`config.mk`:
```
export PLATFORM = sky130hd
export DESIGN_NAME = alu_arbiter
export DESIGN_NICKNAME = d
export VERILOG_FILES = /design/src/rtl/alu_arbiter.sv
export SDC_FILE = /design/constraint.sdc
export NUM_CORES = 1
export LEC_CHECK = 0
export ABC_CLOCK_PERIOD_IN_PS = 3110
export CORE_ASPECT_RATIO = 0.7
export CORE_MARGIN = 2
export CORE_UTILIZATION = 40
export DETAILED_ROUTE_END_ITERATION = 12
export PLACE_DENSITY = 0.81
export SYNTH_ARGS = -nofsm -noshare
export SYNTH_HDL_FRONTEND = slang
export SYNTH_SLANG_ARGS = --single-unit
```
`constraint.sdc`:
```
create_clock -name clk -period 3.11 [get_ports clk]
set_input_delay 0.311 -clock clk [delete_from_list [all_inputs] [get_ports clk]]
set_output_delay 0.311 -clock clk [all_outputs]
set_load 0.02 [all_outputs]
```
`src/rtl/alu_arbiter.sv`:
```
// Purpose: shares one external combinational ALU between two requesters (round-robin).
// Latency: request accepted at edge T, response valid from T+2; at most one op per 3 cycles.
// Backpressure: a stalled response holds the result and blocks all new requests until taken.
// Ports: clk/reset (sync, active-high); per requester p in {0,1}: req_valid_p/req_ready_p with
//   req_a_p/req_b_p/req_op_p operands, rsp_valid_p/rsp_ready_p with rsp_res_p result;
//   alu_a/alu_b/alu_op registered ALU operands, alu_res combinational ALU result; busy = not IDLE.
module alu_arbiter #(
  parameter int W = 8
) (
  input  logic         clk,
  input  logic         reset,
  input  logic         req_valid_0,
  output logic         req_ready_0,
  input  logic [W-1:0] req_a_0,
  input  logic [W-1:0] req_b_0,
  input  logic [2:0]   req_op_0,
  output logic         rsp_valid_0,
  input  logic         rsp_ready_0,
  output logic [W-1:0] rsp_res_0,
  input  logic         req_valid_1,
  output logic         req_ready_1,
  input  logic [W-1:0] req_a_1,
  input  logic [W-1:0] req_b_1,
  input  logic [2:0]   req_op_1,
  output logic         rsp_valid_1,
  input  logic         rsp_ready_1,
  output logic [W-1:0] rsp_res_1,
  output logic [W-1:0] alu_a,
  output logic [W-1:0] alu_b,
  output logic [2:0]   alu_op,
  input  logic [W-1:0] alu_res,
  output logic         busy
);

  typedef enum logic [1:0] {IDLE, EXEC, RESP} state_e;

  state_e       state_q, state_d;
  logic         last_grant_q, last_grant_d;
  logic         grant_q, grant_d;
  logic [W-1:0] alu_a_q, alu_a_d;
  logic [W-1:0] alu_b_q, alu_b_d;
  logic [2:0]   alu_op_q, alu_op_d;
  logic [W-1:0] res_q, res_d;

  logic gnt_vld;
  logic gnt_sel;

  // A lone requester always wins; on contention the port that was not served last wins.
  always_comb begin
    gnt_vld = req_valid_0 | req_valid_1;
    gnt_sel = (req_valid_0 & req_valid_1) ? ~last_grant_q : req_valid_1;
  end

  always_comb begin
    state_d      = state_q;
    last_grant_d = last_grant_q;
    grant_d      = grant_q;
    alu_a_d      = alu_a_q;
    alu_b_d      = alu_b_q;
    alu_op_d     = alu_op_q;
    res_d        = res_q;
    req_ready_0  = 1'b0;
    req_ready_1  = 1'b0;
    rsp_valid_0  = 1'b0;
    rsp_valid_1  = 1'b0;
    rsp_res_0    = '0;
    rsp_res_1    = '0;

    case (state_q)
      IDLE: begin
        // Ready is only raised toward a valid requester, so ready implies a handshake.
        if (gnt_vld) begin
          req_ready_0 = ~gnt_sel;
          req_ready_1 = gnt_sel;
          grant_d     = gnt_sel;
          alu_a_d     = gnt_sel ? req_a_1  : req_a_0;
          alu_b_d     = gnt_sel ? req_b_1  : req_b_0;
          alu_op_d    = gnt_sel ? req_op_1 : req_op_0;
          state_d     = EXEC;
        end
      end
      EXEC: begin
        res_d   = alu_res;
        state_d = RESP;
      end
      RESP: begin
        rsp_valid_0 = ~grant_q;
        rsp_valid_1 = grant_q;
        rsp_res_0   = grant_q ? '0 : res_q;
        rsp_res_1   = grant_q ? res_q : '0;
        // Fairness history only advances on a completed response.
        if (grant_q ? rsp_ready_1 : rsp_ready_0) begin
          last_grant_d = grant_q;
          state_d      = IDLE;
        end
      end
      default: state_d = IDLE;
    endcase
  end

  always_ff @(posedge clk) begin
    if (reset) begin
      state_q      <= IDLE;
      last_grant_q <= 1'b1;
      grant_q      <= 1'b0;
      alu_a_q      <= '0;
      alu_b_q      <= '0;
      alu_op_q     <= 3'b000;
      res_q        <= '0;
    end else begin
      state_q      <= state_d;
      last_grant_q <= last_grant_d;
      grant_q      <= grant_d;
      alu_a_q      <= alu_a_d;
      alu_b_q      <= alu_b_d;
      alu_op_q     <= alu_op_d;
      res_q        <= res_d;
    end
  end

  assign alu_a  = alu_a_q;
  assign alu_b  = alu_b_q;
  assign alu_op = alu_op_q;
  assign busy   = (state_q != IDLE);

endmodule

```
Yosys cells after proc, flatten, opt, wreduce, memory -nomap -nowiden

Index checks and enable logic that the tools add are counted.

Register bits after elaboration: 31
Word-level logic and storage cells: 39
Output and inout bits: 40

Bitwise gates (word level): 5
Equal/unequal tests: 4
Mux-type cells: 18
Reduce and logical (&&, ||, !) cells: 5

Operator list:

| kind                                                 | number |
|---|---|
| 2-to-1 mux 8 bit                                     | 6 |
| 2-to-1 mux 1 bit                                     | 8 |
| case mux 2 bit (3 select lines)                      | 1 |
| AND reduction 2 bit                                  | 3 |
| 2-to-1 mux 2 bit                                     | 2 |
| inequality test 2 bit (second input constant)        | 2 |
| 2-to-1 mux 3 bit                                     | 1 |
| NOT 1 bit                                            | 3 |
| equality test 2 x 1 -> 1 bit (second input constant) | 1 |
| equality test 2 bit (second input constant)          | 1 |
| logical NOT 2 bit                                    | 1 |
| nonzero test 2 bit                                   | 1 |
| AND 1 bit                                            | 1 |
| OR 1 bit                                             | 1 |

Depth between registers and ports, before layout

Gate-level depths: netlist (run 1).

Word-level depth: 5
Gate-level depth with buffers: 5
Gate-level depth less buffers: 4

Worst setup path before layout (run 1)

OpenSTA, ideal clock, no wires.

Path kind: reg2out
Start: reg state_q[1]
End: out rsp_res_0[0]
Stages on the path, launching flop included: 5
Arrival time: 1.129 ns
Slack: 1.670 ns
Path buffers: 1
Required time: 2.799 ns
Cell sequence: dfxtp_1 -> nor2b_1 -> nor2b_1 -> buf_2 -> and2_1

Cells in the longest elaborated chain, start to end: 2

Ends and longest elaborated chain:

| element                | RTL line | RTL |
|---|---|---|
| start, declared        | 37       | `state_e state_q, state_d;` |
| start signal, assigned | 111      | `state_q <= state_d;` |
| equality test 2 bit    | 69       | `case (state_q)` |
| 2-to-1 mux 8 bit       | 69       |  |
| end, declared          | 19       | `output logic [W-1:0] rsp_res_0,` |

No other way between the ends.

Worst setup path in the final report (run 1)

Start: reg state_q[1]
End: out rsp_res_0[7]

The elaborated chain is that of the path after synthesis.

==> impl_results.md, run 1 <==
- Critical path endpoint category: output port
- Register area: 621 um2
- Die Width: 78.8 um
- Grt ovf: 0
- Syn Nets: 241
- Maximum level of the CTS H-tree: 2
- Leak: 0.000982 uW
- Async SR Flop Fraction: 0%
- Initial Util: 43.2%
- Postcts setup bufs: 0
- Footprint of the multi-input gates: 833 um2
- Final worst-path cycle share: 78.1%
- Distinct cells, synth: 27
- Most common cell after layout, fill and taps aside: clkdlybuf4s50_1
- Worst hold margin: 462 ps
- Worst-path fanout max: 9
- CP required: 2800 ps
- Core ar.: 3630 um2
- Most frequent cells in the layout: clkdlybuf4s50_1, nand2_1, dfxtp_1, a21oi_1, a311oi_2
- Endpoints failing hold: 0
- Area growth from synthesis to layout: 63.0%
- Slew margin rel.: 58.6%
- Cell Int Power: 773 uW
- Initial DRC Count: 78
- Hold bufs inserted after CTS: 0
- Switching part of the total: 30.5%
- Setup TNS: 0 ps
- Pins Over Slew Limit: 0
- Root Driver: clkbuf_8
- Avg Inst Size Synth: 8.29 um2
- Synthesized area: 1570 um2
- Clock share of power: 26.7%
- Residual DRC: 0
- Mapped Cells: 189
- Synth Flop Type: dfxtp_1
- Synth Register Bits: 31
- Routability cong.: 0.720
- Largest net degree at the start of global routing: 32
- Routed wire per std cell: 13.0 um
- Clk_skew: 6.06 ps
- Routed WL: 4.24 mm
- 1st-pass router iterations: 4
- Cts repair resizes: 0
- Worst path max stage delay: 600 ps
- Die H: 56.4 um
- Max clock buf depth: 2
- Vias per inst: 5.01
- Ys Warns: 0
- Max-capacitance violation count: 0
- Register area share after synthesis: 39.6%
- Worst Path Arrival: 2120 ps
- Rows: 18
- Initial antenna violation count: 0
- # port buffers: 91
- Antenna Cells: 0
- Clock sink count: 31
- EDFF count, synth: 0
- Pwr dens: 436 nW/um2
- Worst-Margin Slew: 619 ps
- P_sw: 339 uW
- Num CTS Buffers: 5
- Total GRT Usage: 19.9%
- Skew-Pair Late Insertion Delay: 280 ps
- Max Clock Freq: 0.412 GHz
- Fraction of layout cells with a size suffix above 1: 12.3%
- Sequential Power Share: 41.8%
- Number of global-route vias before repair: 1,520
- Max stage delay cell, worst path: clkdlybuf4s50_1
- Crit-path cells: nor2b_1 > nor2b_1 > and2_1 > clkdlybuf4s50_1
- First-pass GRT wire length: 6.85 mm
- Clock transition at path regs: 60 ps
- Routed Antenna Nets: 0
- Fill count: 318
- Maximum VDD drop: 248 uV
- Combinational share of power: 31.5%
- Die area: 4440 um2
- Unrepaired setup endpoints after global routing: no
- CP Class: reg -> out
- Worst Hold Class: reg -> reg
- Via count: 1,633
- Ports: 92
- Most used cell, CP: nor2b_1
- Crit start category: flop
- Fin crit period: 2430 ps
- Final setup vio count: 0
- Net count, final: 327
- Status: completed
- Post-detail-place hpwl: 3.18 mm
- CTS tree: yes
-- worst max-delay path: cells and delay by family (launching register included) --
family                 cells  cell delay [ps]
and+or+nand+nor            3              860
buffers and inverters      1              600
DFF                        1              370
-- final cells by class --
type,instances,share of cell area (%)
Tap cell,50,2.45
Sequential cell,31,24.3
Timing Repair Buffer,96,37.1
Clock inverter,1,0.196
Multi-Input combinational cell,139,32.6
Clock buffer,7,2.99
Inverter,2,0.294
-- stage by stage --
step	power [uW]	instances	setup WS, ps	utilization (%)	area (um2)
after floorplan	663	189	1670	-	1570
after global placement	822	318	818	68.2	2470
after detailed placement	826	318	757	68.2	2470
after CTS	1120	326	665	70.4	2550
after global routing	1170	326	500	70.4	2550
final	1110	326	680	70.4	2550
-- final timing paths --
kind	start	endpoint	slack, ps	cells past startpoint
hold reg to reg	res_q[7]$_SDFFE_PP0N_	res_q[7]$_SDFFE_PP0N_	460	2
setup / recovery	state_q[1]$_SDFFE_PP0P_	rsp_res_0[7]	680	4
setup reg to reg	state_q[0]$_SDFFE_PP0P_	alu_a[3]$_SDFFE_PP0P_	1620	4
hold / removal	res_q[7]$_SDFFE_PP0N_	res_q[7]$_SDFFE_PP0N_	460	2
-- cells in the mapped netlist (2+ instances only) --
cell / instances / area share, %
and3_1: 8 / 3.2
clkbuf_1: 5 / 1.2
a311oi_2: 10 / 9.6
nand2_1: 48 / 12
a311oi_1: 9 / 5.0
buf_6: 4 / 2.9
dfxtp_1: 31 / 40
nand2_2: 8 / 3.2
nor2_1: 4 / 0.96
and2_1: 9 / 3.6
buf_2: 6 / 1.9
a21oi_1: 29 / 9.3
nor2b_1: 3 / 1.2
inv_2: 2 / 0.48
-- power by group through the flow --
stage	combinational (uW)	clock (uW)	sequential [uW]
floorplan	157	0	506
global placement	349	0	473
detailed placement	353	0	473
CTS	354	304	465
global route	379	322	471
finish	351	297	465
-- cells by family after synthesis --
kind of cell    synth area share, %
compound gates                 26.4
flops                          39.6
mux                           0.639
simple gates                   26.1
buf+inv                        7.19
-- registers in the layout, indices dropped and copies added, names as in the netlist --
register      flops
last_grant_q      1
alu_a             8
grant_q           1
res_q             8
alu_op            3
alu_b             8
state_q           2
-- metal layers --
metal,share of wire (%),track usage (%),up-vias,routed length (um)
met4,2.1,9.52,0,91
met2,47,33.0,62,1980
li1,-,-,827,-
met1,41,22.1,734,1730
met5,0,0,-,0
met3,10,8.52,10,438
No activity file was read; power rests on OpenSTA's default activity.
==> run 2, diff against run 1 <==
- ABC_CLOCK_PERIOD_IN_PS: 3110 -> 2100
- CORE_UTILIZATION: 40 -> 34
- PLACE_DENSITY: 0.81 -> 0.73
- clock period: 3.11 -> 2.1 ns (I/O delays scaled with it)
==> run 2 against run 1 <==
Against the previous run: worst setup slack worse by 570 ps; flip-flop and latch count is the same; highest routed layer unchanged; critical endpoint is now rsp_res_1[2]; register-to-register slack got worse by 1200 ps; core utilization shrank 11 points; clock power grew 39%; sequential share of layout area down 0.56 points; design area up 2.4%; global-route usage decreased by 2.2 points; worst hold slack lost 4.0 ps; via count unchanged.
==> impl_results.md, run 2 (synthesis results as in run 1) <==
- R2R Setup Slk: 380 ps (-1240 ps)
- Rows: 20 (+2)
- Worst hold start: res_q[2]$_SDFFE_PP0N_
- CTS tree: yes
- Crit start category: flop
- Final core occ: 59.7% (-11 points)
- First-pass GRT wire length: 7.23 mm (+5.5%)
- Final WS setup: 113 ps (-567 ps)
- Status: completed
- Pins Over Slew Limit: 0 (unchanged)
- Routability cong.: 0.727 (+0.90%)
- R2R Path Start: state_q[0]$_SDFFE_PP0P_
- Routed WL: 4.43 mm (+4.4%)
- Dpl ws: 153 ps (-603 ps)
- CP Class: reg -> out
- Worst hold margin: 458 ps (-4.03 ps)
- Most frequent cells in the layout: clkdlybuf4s50_1, nand2_1, dfxtp_1, a21oi_1
- Die H: 60.8 um (+7.9%)
- Max-capacitance violation count: 0 (unchanged)
- Net count, final: 333 (+1.8%)
- Fill count: 403 (+27%)
- Initial Util: 35.8% (-7.4 points)
- Routed wire per std cell: 13.2 um (+1.6%)
- Critical path endpoint category: output port
- Fin crit period: 1990 ps
- Root Driver: clkbuf_8
- CP required: 1890 ps (-910 ps)
- Antenna Cells: 0 (unchanged)
- Clk_skew: 3.25 ps (-2.81 ps)
- Initial DRC Count: 120 (+54%)
- Worst Hold Path EP: res_q[2]$_SDFFE_PP0N_
- Fraction of layout cells with a size suffix above 1: 13.9% (+1.6 points)
- Most common cell after layout, fill and taps aside: clkdlybuf4s50_1
- Core ar.: 4380 um2 (+21%)
- Max stage delay cell, worst path: clkdlybuf4s50_1
- Max Clock Freq: 0.503 GHz
- Post-detail-place hpwl: 3.23 mm (+1.8%)
- Num CTS Buffers: 5 (unchanged)
- Final worst-path cycle share: 94.6%
- # port buffers: 91 (unchanged)
- Clock transition at path regs: 60 ps (about the same)
- Die Width: 85.1 um (+8.0%)
- Endpoints failing hold: 0 (unchanged)
- Ports: 92 (unchanged)
- Worst Path Arrival: 1780 ps (-340 ps)
- Slew margin rel.: 57.2% (-1.4 points)
- Residual DRC: 0 (unchanged)
- Maximum level of the CTS H-tree: 2 (unchanged)
- Initial antenna violation count: 0 (unchanged)
- Worst R2R Path Depth: 5 (+1)
- 1st-pass router iterations: 4 (unchanged)
- Worst hold stages: 2 (unchanged)
- Max clock buf depth: 2 (unchanged)
- Unrepaired setup endpoints after global routing: no
- Crit-path cells: nor2b_1 > buf_4 > and3_1 > clkdlybuf4s50_1
- Pwr dens: 626 nW/um2 (+44%)
- Setup TNS: 0 ps (unchanged)
- Worst R2R End: alu_a[3]$_SDFFE_PP0P_
- Area growth from synthesis to layout: 66.9%
- Worst Hold Class: reg -> reg
- Largest net degree at the start of global routing: 32 (unchanged)
- Final setup vio count: 0 (unchanged)
- Die area: 5180 um2 (+17%)
- Worst path max stage delay: 610 ps (about the same)
- Leak: 0.00111 uW (+13%)
- Worst Path Buf+Inv: 2 (+1)
- Grt ovf: 0 (unchanged)
- Clock sink count: 31 (unchanged)
- Worst-Margin Slew: 641 ps (+21.6 ps)
- Number of global-route vias before repair: 1,553 (+2.2%)
- Worst-path fanout max: 12 (+3)
- Via count: 1,633 (unchanged)
- Vias per inst: 4.87 (-2.7%)
- Skew-Pair Late Insertion Delay: 270 ps (about the same)
- Maximum VDD drop: 339 uV (+37%)
- Routed Antenna Nets: 0 (unchanged)
- Cell family with most CP delay: buffers and inverters
- Total GRT Usage: 17.7% (-2.2 points)
==> run 2: worst max-delay path by stage <==
stage / startpoint / depth (start not counted) / end
after floorplan: state_q[1]$_SDFFE_PP0P_ / 4 / rsp_res_0[0]
after global placement: req_valid_1 / 5 / req_ready_1
final: state_q[1]$_SDFFE_PP0P_ / 4 / rsp_res_1[2]
after detailed placement: req_valid_1 / 5 / req_ready_1
after CTS: state_q[1]$_SDFFE_PP0P_ / 5 / rsp_res_0[7]
after global routing: state_q[1]$_SDFFE_PP0P_ / 4 / rsp_res_1[2]
==> run 2: layout make-up <==
class / count / area (um2) / share of cell area (%)
well taps: 55 / 68.8 / 2.63
clock buffers: 6 / 72.6 / 2.78
repair buffers: 102 / 1010 / 38.7
multi-input cells: 139 / 833 / 31.9
inverters: 2 / 7.51 / 0.287
flip-flops and latches: 31 / 621 / 23.7
==> run 2: tightest hold or removal path, stage by stage (launching register included) <==
cell and delay, ps:
dfxtp_1 310, nand2_1 50, a21oi_1 50
==> run 2: timing repair <==
| action | in CTS | in global routing |
|---|---|---|
| buffers inserted | 0 | 0 |
| hold buffers | 0 | 0 |
| endpoints found under the setup margin | 4 | 4 |
| resized for setup | 4 | 4 |
==> run 2: layer usage <==
metal | up-vias | track usage, % | part of all wire [%]
li1 | 837 | - | -
met1 | 726 | 21.4 | 44
met2 | 64 | 30.6 | 47
met3 | 6 | 5.17 | 7.6
met4 | 0 | 7.03 | 1.5
met5 | - | 0 | 0
==> run 2: report_power, final <==
group          switching, uW  total (uW)  internal [uW]
combinational            264         540            276
sequential              34.6         685            650
clock                    191         412            220
==> run 2: through the flow <==
stage,area (um2),cells,power [uW]
after CTS,2600,335,1660
after detailed placement,2540,329,1240
after floorplan,1570,189,982
final,2610,335,1640
after global routing,2610,335,1740
after global placement,2540,329,1240
